==> src/rtl/sprint4_pkg.sv <==
// Shared steering-core definitions: quadrature Gray phases, encoder FSM states,
// decoded steering requests and the helpers that operate on them.
package sprint4_pkg;

  typedef enum logic [1:0] {
    ST_IDLE   = 2'd0,
    ST_FIRST  = 2'd1,
    ST_REPEAT = 2'd2
  } steer_state_e;

  typedef enum logic [1:0] {
    REQ_NONE  = 2'd0,
    REQ_LEFT  = 2'd1,
    REQ_RIGHT = 2'd2
  } steer_req_e;

  // {A,B} positions in the clockwise (right-turn) order; left walks it backwards.
  localparam logic [1:0] PHASE_0 = 2'b00;
  localparam logic [1:0] PHASE_1 = 2'b01;
  localparam logic [1:0] PHASE_2 = 2'b11;
  localparam logic [1:0] PHASE_3 = 2'b10;

  function automatic logic [1:0] phase_step(input logic [1:0] phase, input logic right);
    logic [1:0] nxt;
    case (phase)
      PHASE_0: nxt = right ? PHASE_1 : PHASE_3;
      PHASE_1: nxt = right ? PHASE_2 : PHASE_0;
      PHASE_2: nxt = right ? PHASE_3 : PHASE_1;
      default: nxt = right ? PHASE_0 : PHASE_2;
    endcase
    return nxt;
  endfunction

  // Invert swaps the joystick meaning; both or neither pressed means no turn.
  function automatic steer_req_e decode_req(input logic left, input logic right,
                                            input logic invert);
    logic eff_left;
    logic eff_right;
    steer_req_e req;
    eff_left  = invert ? right : left;
    eff_right = invert ? left : right;
    if (eff_right && !eff_left) begin
      req = REQ_RIGHT;
    end else if (eff_left && !eff_right) begin
      req = REQ_LEFT;
    end else begin
      req = REQ_NONE;
    end
    return req;
  endfunction

endpackage

==> src/rtl/steer_rate_gen.sv <==
// Accelerating step-rate prescaler: ticks every `period` cycles while running,
// shrinking the period by ACCEL_STEP after each tick down to FAST_DIV.
module steer_rate_gen
  import sprint4_pkg::*;
#(
  parameter int unsigned SLOW_DIV   = 12096,
  parameter int unsigned FAST_DIV   = 3024,
  parameter int unsigned ACCEL_STEP = 756
) (
  input  logic clk_12,
  input  logic rst_n,
  input  logic clear,
  input  logic run,
  output logic tick
);

  localparam int unsigned CNT_W = (SLOW_DIV > 1) ? $clog2(SLOW_DIV) : 1;
  localparam logic [CNT_W-1:0] SLOW_M1 = CNT_W'(SLOW_DIV - 1);
  localparam logic [CNT_W-1:0] FAST_M1 = CNT_W'(FAST_DIV - 1);
  localparam logic [31:0] SHRINK_MIN   = 32'(FAST_DIV - 1 + ACCEL_STEP);
  localparam logic [31:0] ACCEL_EXT    = 32'(ACCEL_STEP);

  // The period is stored as period-1 so the SLOW_DIV-1 sized register holds it.
  logic [CNT_W-1:0] cnt_q, cnt_d;
  logic [CNT_W-1:0] per_m1_q, per_m1_d;
  logic [31:0]      per_ext;

  assign tick    = run && (cnt_q == per_m1_q);
  assign per_ext = 32'(per_m1_q);

  always_comb begin
    cnt_d    = cnt_q;
    per_m1_d = per_m1_q;
    if (clear) begin
      cnt_d    = '0;
      per_m1_d = SLOW_M1;
    end else if (run) begin
      if (cnt_q == per_m1_q) begin
        cnt_d = '0;
        // Compare before subtracting so the period can never wrap below FAST_DIV.
        if (per_ext >= SHRINK_MIN) begin
          per_m1_d = CNT_W'(per_ext - ACCEL_EXT);
        end else begin
          per_m1_d = FAST_M1;
        end
      end else begin
        cnt_d = cnt_q + CNT_W'(1);
      end
    end
  end

  always_ff @(posedge clk_12) begin
    if (!rst_n) begin
      cnt_q    <= '0;
      per_m1_q <= SLOW_M1;
    end else begin
      cnt_q    <= cnt_d;
      per_m1_q <= per_m1_d;
    end
  end

endmodule

==> src/rtl/steer_quad_encoder.sv <==
// Turns a digital left/right steering request into an accelerating quadrature
// pulse train, one Gray step at a time, for one player's steering receiver.
module steer_quad_encoder
  import sprint4_pkg::*;
#(
  parameter int unsigned SLOW_DIV   = 12096,
  parameter int unsigned FAST_DIV   = 3024,
  parameter int unsigned ACCEL_STEP = 756
) (
  input  logic         clk_12,
  input  logic         Reset_I,
  input  logic         Left_I,
  input  logic         Right_I,
  input  logic         Invert_I,
  output logic         QuadA_O,
  output logic         QuadB_O,
  output logic         Dir_O,
  output logic         Step_O,
  output steer_state_e dbg_state_o
);

  // Handshake: none. Step_O is a strobe, valid for exactly the cycle in which
  // {QuadA_O,QuadB_O} and Dir_O take their new values; there is no back-pressure.

  logic         left_q, left_d;
  logic         right_q, right_d;
  logic         invert_q, invert_d;
  steer_state_e state_q, state_d;
  logic [1:0]   phase_q, phase_d;
  logic         dir_q, dir_d;
  logic         step_q, step_d;

  steer_req_e   req;
  logic         req_right;
  logic         take_step;
  logic         rate_run;
  logic         rate_clear;
  logic         rate_tick;

  assign req       = decode_req(left_q, right_q, invert_q);
  assign req_right = (req == REQ_RIGHT);

  // The prescaler only advances while repeating in an unchanged direction.
  assign rate_run   = (state_q == ST_REPEAT) && (req != REQ_NONE) && (req_right == dir_q);
  assign rate_clear = !rate_run;

  steer_rate_gen #(
    .SLOW_DIV  (SLOW_DIV),
    .FAST_DIV  (FAST_DIV),
    .ACCEL_STEP(ACCEL_STEP)
  ) u_rate (
    .clk_12(clk_12),
    .rst_n (Reset_I),
    .clear (rate_clear),
    .run   (rate_run),
    .tick  (rate_tick)
  );

  always_comb begin
    left_d    = Left_I;
    right_d   = Right_I;
    invert_d  = Invert_I;
    state_d   = state_q;
    phase_d   = phase_q;
    dir_d     = dir_q;
    step_d    = 1'b0;
    take_step = 1'b0;

    case (state_q)
      ST_IDLE: begin
        if (req != REQ_NONE) begin
          state_d = ST_FIRST;
        end
      end
      ST_FIRST: begin
        if (req == REQ_NONE) begin
          state_d = ST_IDLE;
        end else begin
          take_step = 1'b1;
          state_d   = ST_REPEAT;
        end
      end
      ST_REPEAT: begin
        if (req == REQ_NONE) begin
          state_d = ST_IDLE;
        end else if (req_right != dir_q) begin
          // Reversal: restart the turn so the new direction steps at once.
          state_d = ST_FIRST;
        end else if (rate_tick) begin
          take_step = 1'b1;
        end
      end
      default: begin
        state_d = ST_IDLE;
      end
    endcase

    if (take_step) begin
      phase_d = phase_step(phase_q, req_right);
      dir_d   = req_right;
      step_d  = 1'b1;
    end
  end

  always_ff @(posedge clk_12) begin
    if (!Reset_I) begin
      left_q   <= 1'b0;
      right_q  <= 1'b0;
      invert_q <= 1'b0;
      state_q  <= ST_IDLE;
      phase_q  <= PHASE_0;
      dir_q    <= 1'b1;
      step_q   <= 1'b0;
    end else begin
      left_q   <= left_d;
      right_q  <= right_d;
      invert_q <= invert_d;
      state_q  <= state_d;
      phase_q  <= phase_d;
      dir_q    <= dir_d;
      step_q   <= step_d;
    end
  end

  assign QuadA_O     = phase_q[1];
  assign QuadB_O     = phase_q[0];
  assign Dir_O       = dir_q;
  assign Step_O      = step_q;
  assign dbg_state_o = state_q;

endmodule

==> config.mk <==
export PLATFORM = sky130hd
export DESIGN_NAME = steer_quad_encoder
export DESIGN_NICKNAME = d
export VERILOG_FILES = /design/src/rtl/sprint4_pkg.sv /design/src/rtl/steer_rate_gen.sv /design/src/rtl/steer_quad_encoder.sv
export SDC_FILE = /design/constraint.sdc
export NUM_CORES = 1
export LEC_CHECK = 0
export ABC_AREA = 1
export BUFFER_PORTS_ARGS = -buffer_cell sky130_fd_sc_hd__buf_4
export CORE_MARGIN = 1.5
export CORE_UTILIZATION = 44
export DETAILED_ROUTE_END_ITERATION = 10
export PLACE_DENSITY = 0.7
export SLEW_MARGIN = 15
export SYNTH_ARGS = -nofsm -noshare
export SYNTH_HDL_FRONTEND = slang
export SYNTH_SLANG_ARGS = --single-unit
==> constraint.sdc <==
create_clock -name clk_12 -period 4.6 [get_ports clk_12]
set_clock_uncertainty 0.1 [all_clocks]
set_input_delay 0.69 -clock clk_12 [delete_from_list [all_inputs] [get_ports clk_12]]
set_output_delay 0.69 -clock clk_12 [all_outputs]
set_load 0.01 [all_outputs]
== Word level (Yosys, flattened, before mapping) ==
Index checks and enable logic that the tools add are counted.

* Register bits: 37
* Latch bits: 0
* Memory bits (writable): 0
* Memory bits (read-only): 0
* Bits of input ports: 5
* Output and inout bits: 6
* Word-level logic and storage cells: 59
* Memories kept: 0

* Add/subtract/negate cells: 2
* $mul: 0
* Divide/modulo/power cells: 0
* Magnitude comparators: 1
* Equality and inequality tests: 10
* Shift operators: 0
* Multiplexer cells: 21
* Bitwise gates (word level): 2
* Reduce and logical (&&, ||, !) cells: 14

{| class="wikitable"
|+ Operator list
! operator !! number
|-
| 2-to-1 mux 2 bit || 9
|-
| adder 14 x 1 -> 14 bit, second input constant || 1
|-
| equality test 14 bit || 1
|-
| greater-or-equal comparator 14 x 12 -> 1 bit, second input constant || 1
|-
| 2-to-1 mux 14 bit || 1
|-
| subtractor 14 x 10 -> 14 bit, second input constant || 1
|-
| one-hot mux 2 bit (3 select lines) || 2
|-
| 2-to-1 mux 1 bit || 8
|-
| equality test 2 bit, second input constant || 3
|-
| logical NOT 2 bit || 3
|-
| logical AND 1 bit || 5
|-
| equality test 2 x 1 -> 1 bit, second input constant || 2
|-
| AND reduction 2 bit || 2
|-
| inequality test 3 x 1 -> 1 bit, second input constant || 1
|-
| OR reduction 3 bit || 1
|-
| logical NOT 1 bit || 2
|-
| inequality test 2 bit, second input constant || 1
|-
| NOT 1 bit || 2
|-
| one-hot mux 1 bit (2 select lines) || 1
|-
| nonzero test 2 bit || 1
|-
| equality test 1 bit || 1
|-
| inequality test 1 bit || 1
|}

== Longest topological paths before layout ==
* Depth after elaboration: 14
* Mapped depth: 14
* Depth with buffers taken out: 13

== Cells and area by module ==
A second synthesis with hierarchy kept.

* Cells, all modules: 366
* Area total of the unflattened synthesis: 2347.3 µm²

{| class="wikitable"
|+ By module, submodules not included
! module !! instances !! cells an instance !! area each (µm²) !! seq. area each (µm²)
|-
| steer_rate_gen || 1 || 286 || 1769.2 || 540.5
|-
| steer_quad_encoder || 1 || 80 || 578.1 || 180.2
|}

== Least setup slack after synthesis ==
Ideal clock, no wire load.

* Path type: register -> register
* Start point: register u_rate.per_m1_q[2]
* End point: register u_rate.per_m1_q[10]
* Library setup time: 0.124 ns
* Data arrival time: 1.441 ns
* Data required time: 4.376 ns
* Setup slack: 2.934 ns
* Stages on the path, launching flop included: 12
* Path buffers: 0
* Clock period less this slack: 1.666 ns
* Path through: dfxtp_1 inv_1 ha_1 inv_1 nand2_1 nor2_1 nand2_1 a21oi_1 xor2_1 nor2_1 nand2_1 nand3_1

* Cells in the longest elaborated chain, start to end: 2
* Elaborated cells between the ends (all ways): 4
* Classes of those cells: add/sub: 1; order compare: 1; eq/ne: 1; mux: 1

{| class="wikitable"
|+ RTL lines
! element !! line !! RTL
|-
| start, declared || steer_rate_gen.sv:25 || <nowiki>logic [CNT_W-1:0] per_m1_q, per_m1_d;</nowiki>
|-
| start signal, assigned || steer_rate_gen.sv:58 || <nowiki>per_m1_q <= per_m1_d;</nowiki>
|-
| subtractor 14 x 10 -> 14 bit / greater-or-equal comparator 14 x 12 -> 1 bit (equally long branches) || steer_rate_gen.sv:42, steer_rate_gen.sv:41 ||
|-
| 2-to-1 mux 14 bit || steer_rate_gen.sv:41 || <nowiki>if (per_ext >= SHRINK_MIN) begin</nowiki>
|}

Parallel ways exist; a longest one is shown, timed or not.
A chain may end at the register's enable or synchronous reset.

== Worst setup path in the final report ==
* Start point: register u_rate.per_m1_q[10]
* End point: register u_rate.per_m1_q[12]

Same word-level chain as after synthesis.

==> results_dict.tcl <==
set metrics [dict create \
    outcome "finished, final reports clean" \
    final_cell_area_mm2 0.002301 \
    yosys.area.top_type "dfxtp_1" \
    critPathLaunchType "register" \
    antenna_left 0 \
    seq_area_frac_synth_pct 34.08 \
    n_antenna_cell 0 \
    path_buf_inv 3 \
    tns_ns 0 \
    synthSimpleGateAreaFrac_pct 36.45 \
    period_share_pct 41.92 \
    clockBufferDepth 2 \
    num_vias 1856 \
    synth_compound_area_share_pct 10.36 \
    syn_inst 309 \
    ir_drop_mv 0.1692 \
    ys_seq_elements 36 \
    drc 0 \
    fin_crit_ns 1.929 \
    gr-total-overflow 0 \
    synthArstFlopShare_pct 0 \
    grt_pass1_vias 1704 \
    antenna_found_initial 0 \
    yosys.cell_types.count 32 \
    num-fill-cells 464 \
    critPathRequiredTime_ns 4.69 \
    placed_area_mm2 0.002208 \
    wirelength_um 4142 \
    crit_family "simple AND/OR/NAND/NOR gates" \
    cts_hold_buf 0 \
    syn2layout_area_growth_pct 8.817 \
    htreeDepth 2 \
    die_y_um 72.33 \
    grt_max_degree 15 \
    drt_iter0_drc 132 \
    hold_viol 0 \
    worstPathCellList "inv_1 > nand2_1 > nand2_1 > nor2_1 > nand2_1 > nor2_2 > nand2_4 > clkinv_2 > nand2_1 > nand2_2 > inv_2 > nand2_1 > nor2_1" \
    post_cts_resized 0 \
    synthAdderAreaFrac_pct 3.550 \
    cts_setup_buffers 0 \
    die_x_um 72.33 \
    end_kind "register" \
    cts.sinks 36 \
    grt_setup_unrepaired "no" \
    io_pins 11 \
    path_max_fanout 14 \
    synth_warnings 0 \
    clock_latency_ns 0.29 \
    synth_edf_count 0 \
    p_leak_nw 1.082 \
    synthMuxAreaShare_pct 0 \
    place_hpwl_um 3252 \
    cts_buffers 5 \
    clk_pin_slew_worst_paths_ns 0.07 \
    critPathMaxStageDelay_ns 0.48 \
    root_buffer "clkbuf_8" \
    final_layout_size_suffix_gt1_share_pct 14.60 \
    holdWs_ns 0.4024 \
    yosys_most_used_dff "dfxtp_1" \
    arrival_ns 2.02 \
    worstSetupPathType "reg -> reg" \
    netlist_top_cells_area "dfxtp_1 34%, nand2_1 17%, inv_1 7.6%" \
    final_nets 332 \
    fmax_ghz 0.5185 \
    powerDensity_mw_per_mm2 292.2 \
    final_cell_mix "94 x nand2_1, 43 x inv_1, 36 x dfxtp_1, 31 x nor2_1, 15 x nand3_1" \
    layout_commonest_cell "nand2_1" \
    drt_pass1_iterations 4 \
    grt_usage_pct 17.93 \
    grt_pass1_wl_um 7431 \
    routabilityCongestion 0.8935 \
    setup_viol 0 \
    cts_tree "yes" \
    fp-row-count 25 \
    synthXorXnorAreaFrac_pct 4.497 \
    hold_path_class "reg -> reg" \
    die_area_mm2 0.005231 \
    cpMaxStageDelayCell "dfxtp_1" \
    synth_top_family_by_area "simple AND/OR/NAND/NOR gates" \
    crit_top_cell "nand2_1" \
    detail_route.wl_per_cell_um 11.02 \
    maxCapViolCount 0 \
    io_buffers 10 \
    syn_nets 320 \
    max_slew_margin_pct 77.37 \
    initial_core_util_pct 45.37 \
    syn_area_mm2 0.002115 \
    worst_pin_slew_ns 0.3359 \
    vias_per_cell 4.936 \
    core_area_mm2 0.004661 \
    synth_top_area_share_pct 34.08 \
    slew_viol_final 0 \
    synth_area_per_cell_um2 6.843 \
]
## worst paths after layout
kind / endpoint / cells after the start / slack, ns / startpoint
worst min register to register: u_rate.cnt_q[13] / 2 / 0.40 / u_rate.cnt_q[13]
worst max-delay path: u_rate.per_m1_q[12] / 13 / 2.67 / u_rate.per_m1_q[10]
worst max register to register: u_rate.per_m1_q[12] / 13 / 2.67 / u_rate.per_m1_q[10]
worst min-delay path: u_rate.cnt_q[13] / 2 / 0.40 / u_rate.cnt_q[13]
## sequential cells by signal, indices dropped and copies added (netlist names)
register / cells
u_rate.cnt_q: 14
u_rate.per_m1_q: 13
dbg_state_o: 2
phase_q: 2
Dir_O: 1
Step_O: 1
invert_q: 1
left_q: 1
right_q: 1
## tightest hold or removal path, cell delays in order, from the launching register on
cell and delay (ns):
dfxtp_1 0.33, nand2_1 0.08, a21oi_2 0.05
## report_power, final
| part | switching, mW | internal [mW] |
|---|---|---|
| clock | 0.112 | 0.119 |
| combinational | 0.0610 | 0.0425 |
| sequential | 0.0127 | 0.325 |
| total | 0.186 | 0.486 |
## cell usage after synthesis (4+ instances only)
master,instances
inv_2,5
nand2_1,94
nor2_2,5
a21oi_2,5
nor3_2,4
inv_1,43
xor2_1,8
dfxtp_1,36
nor2_1,31
o211ai_1,5
o21ai_0,5
nand4_1,7
nand3_1,15
ha_1,6
a21oi_1,12
## through the flow
stage                     setup slack, ns  std cells  utilization (%)  power (mW)
final                               2.671        376            49.37      0.6723
after global routing                2.464        376            49.37      0.7083
after CTS                           2.689        376            49.37      0.6822
after detailed placement            2.713        368            47.38      0.4485
after global placement              2.714        368            47.38      0.4461
after floorplan                     2.934        309                -      0.4149
## final cells by class
| type | count | area (µm²) | area share, % |
|---|---|---|---|
| sequential | 36 | 720.7 | 31.32 |
| timing repair buffer | 10 | 75.07 | 3.263 |
| tap | 54 | 67.56 | 2.936 |
| clock inverter | 2 | 10.01 | 0.4350 |
| inverter | 49 | 185.2 | 8.048 |
| clock buffer | 6 | 82.58 | 3.589 |
| multi-input combinational | 219 | 1160 | 50.41 |
## cell families after synthesis
kind of cell               count (synthesis)
and+or+nand+nor                          169
buffers and inverters                     54
DFF                                       36
AOI/OAI and AO/OA                         34
xor gates and xnor gates                  10
adders and majority gates                  6
## per-layer routing
layer | wire (µm) | up-vias | GRT usage [%]
li1 | - | 997 | -
met1 | 2118 | 815 | 24.66
met2 | 1791 | 37 | 27.88
met3 | 175 | 7 | 4.167
met4 | 56 | 0 | 5.660
met5 | 0 | - | 0
Note: power is estimated with default switching activity, not from simulation.
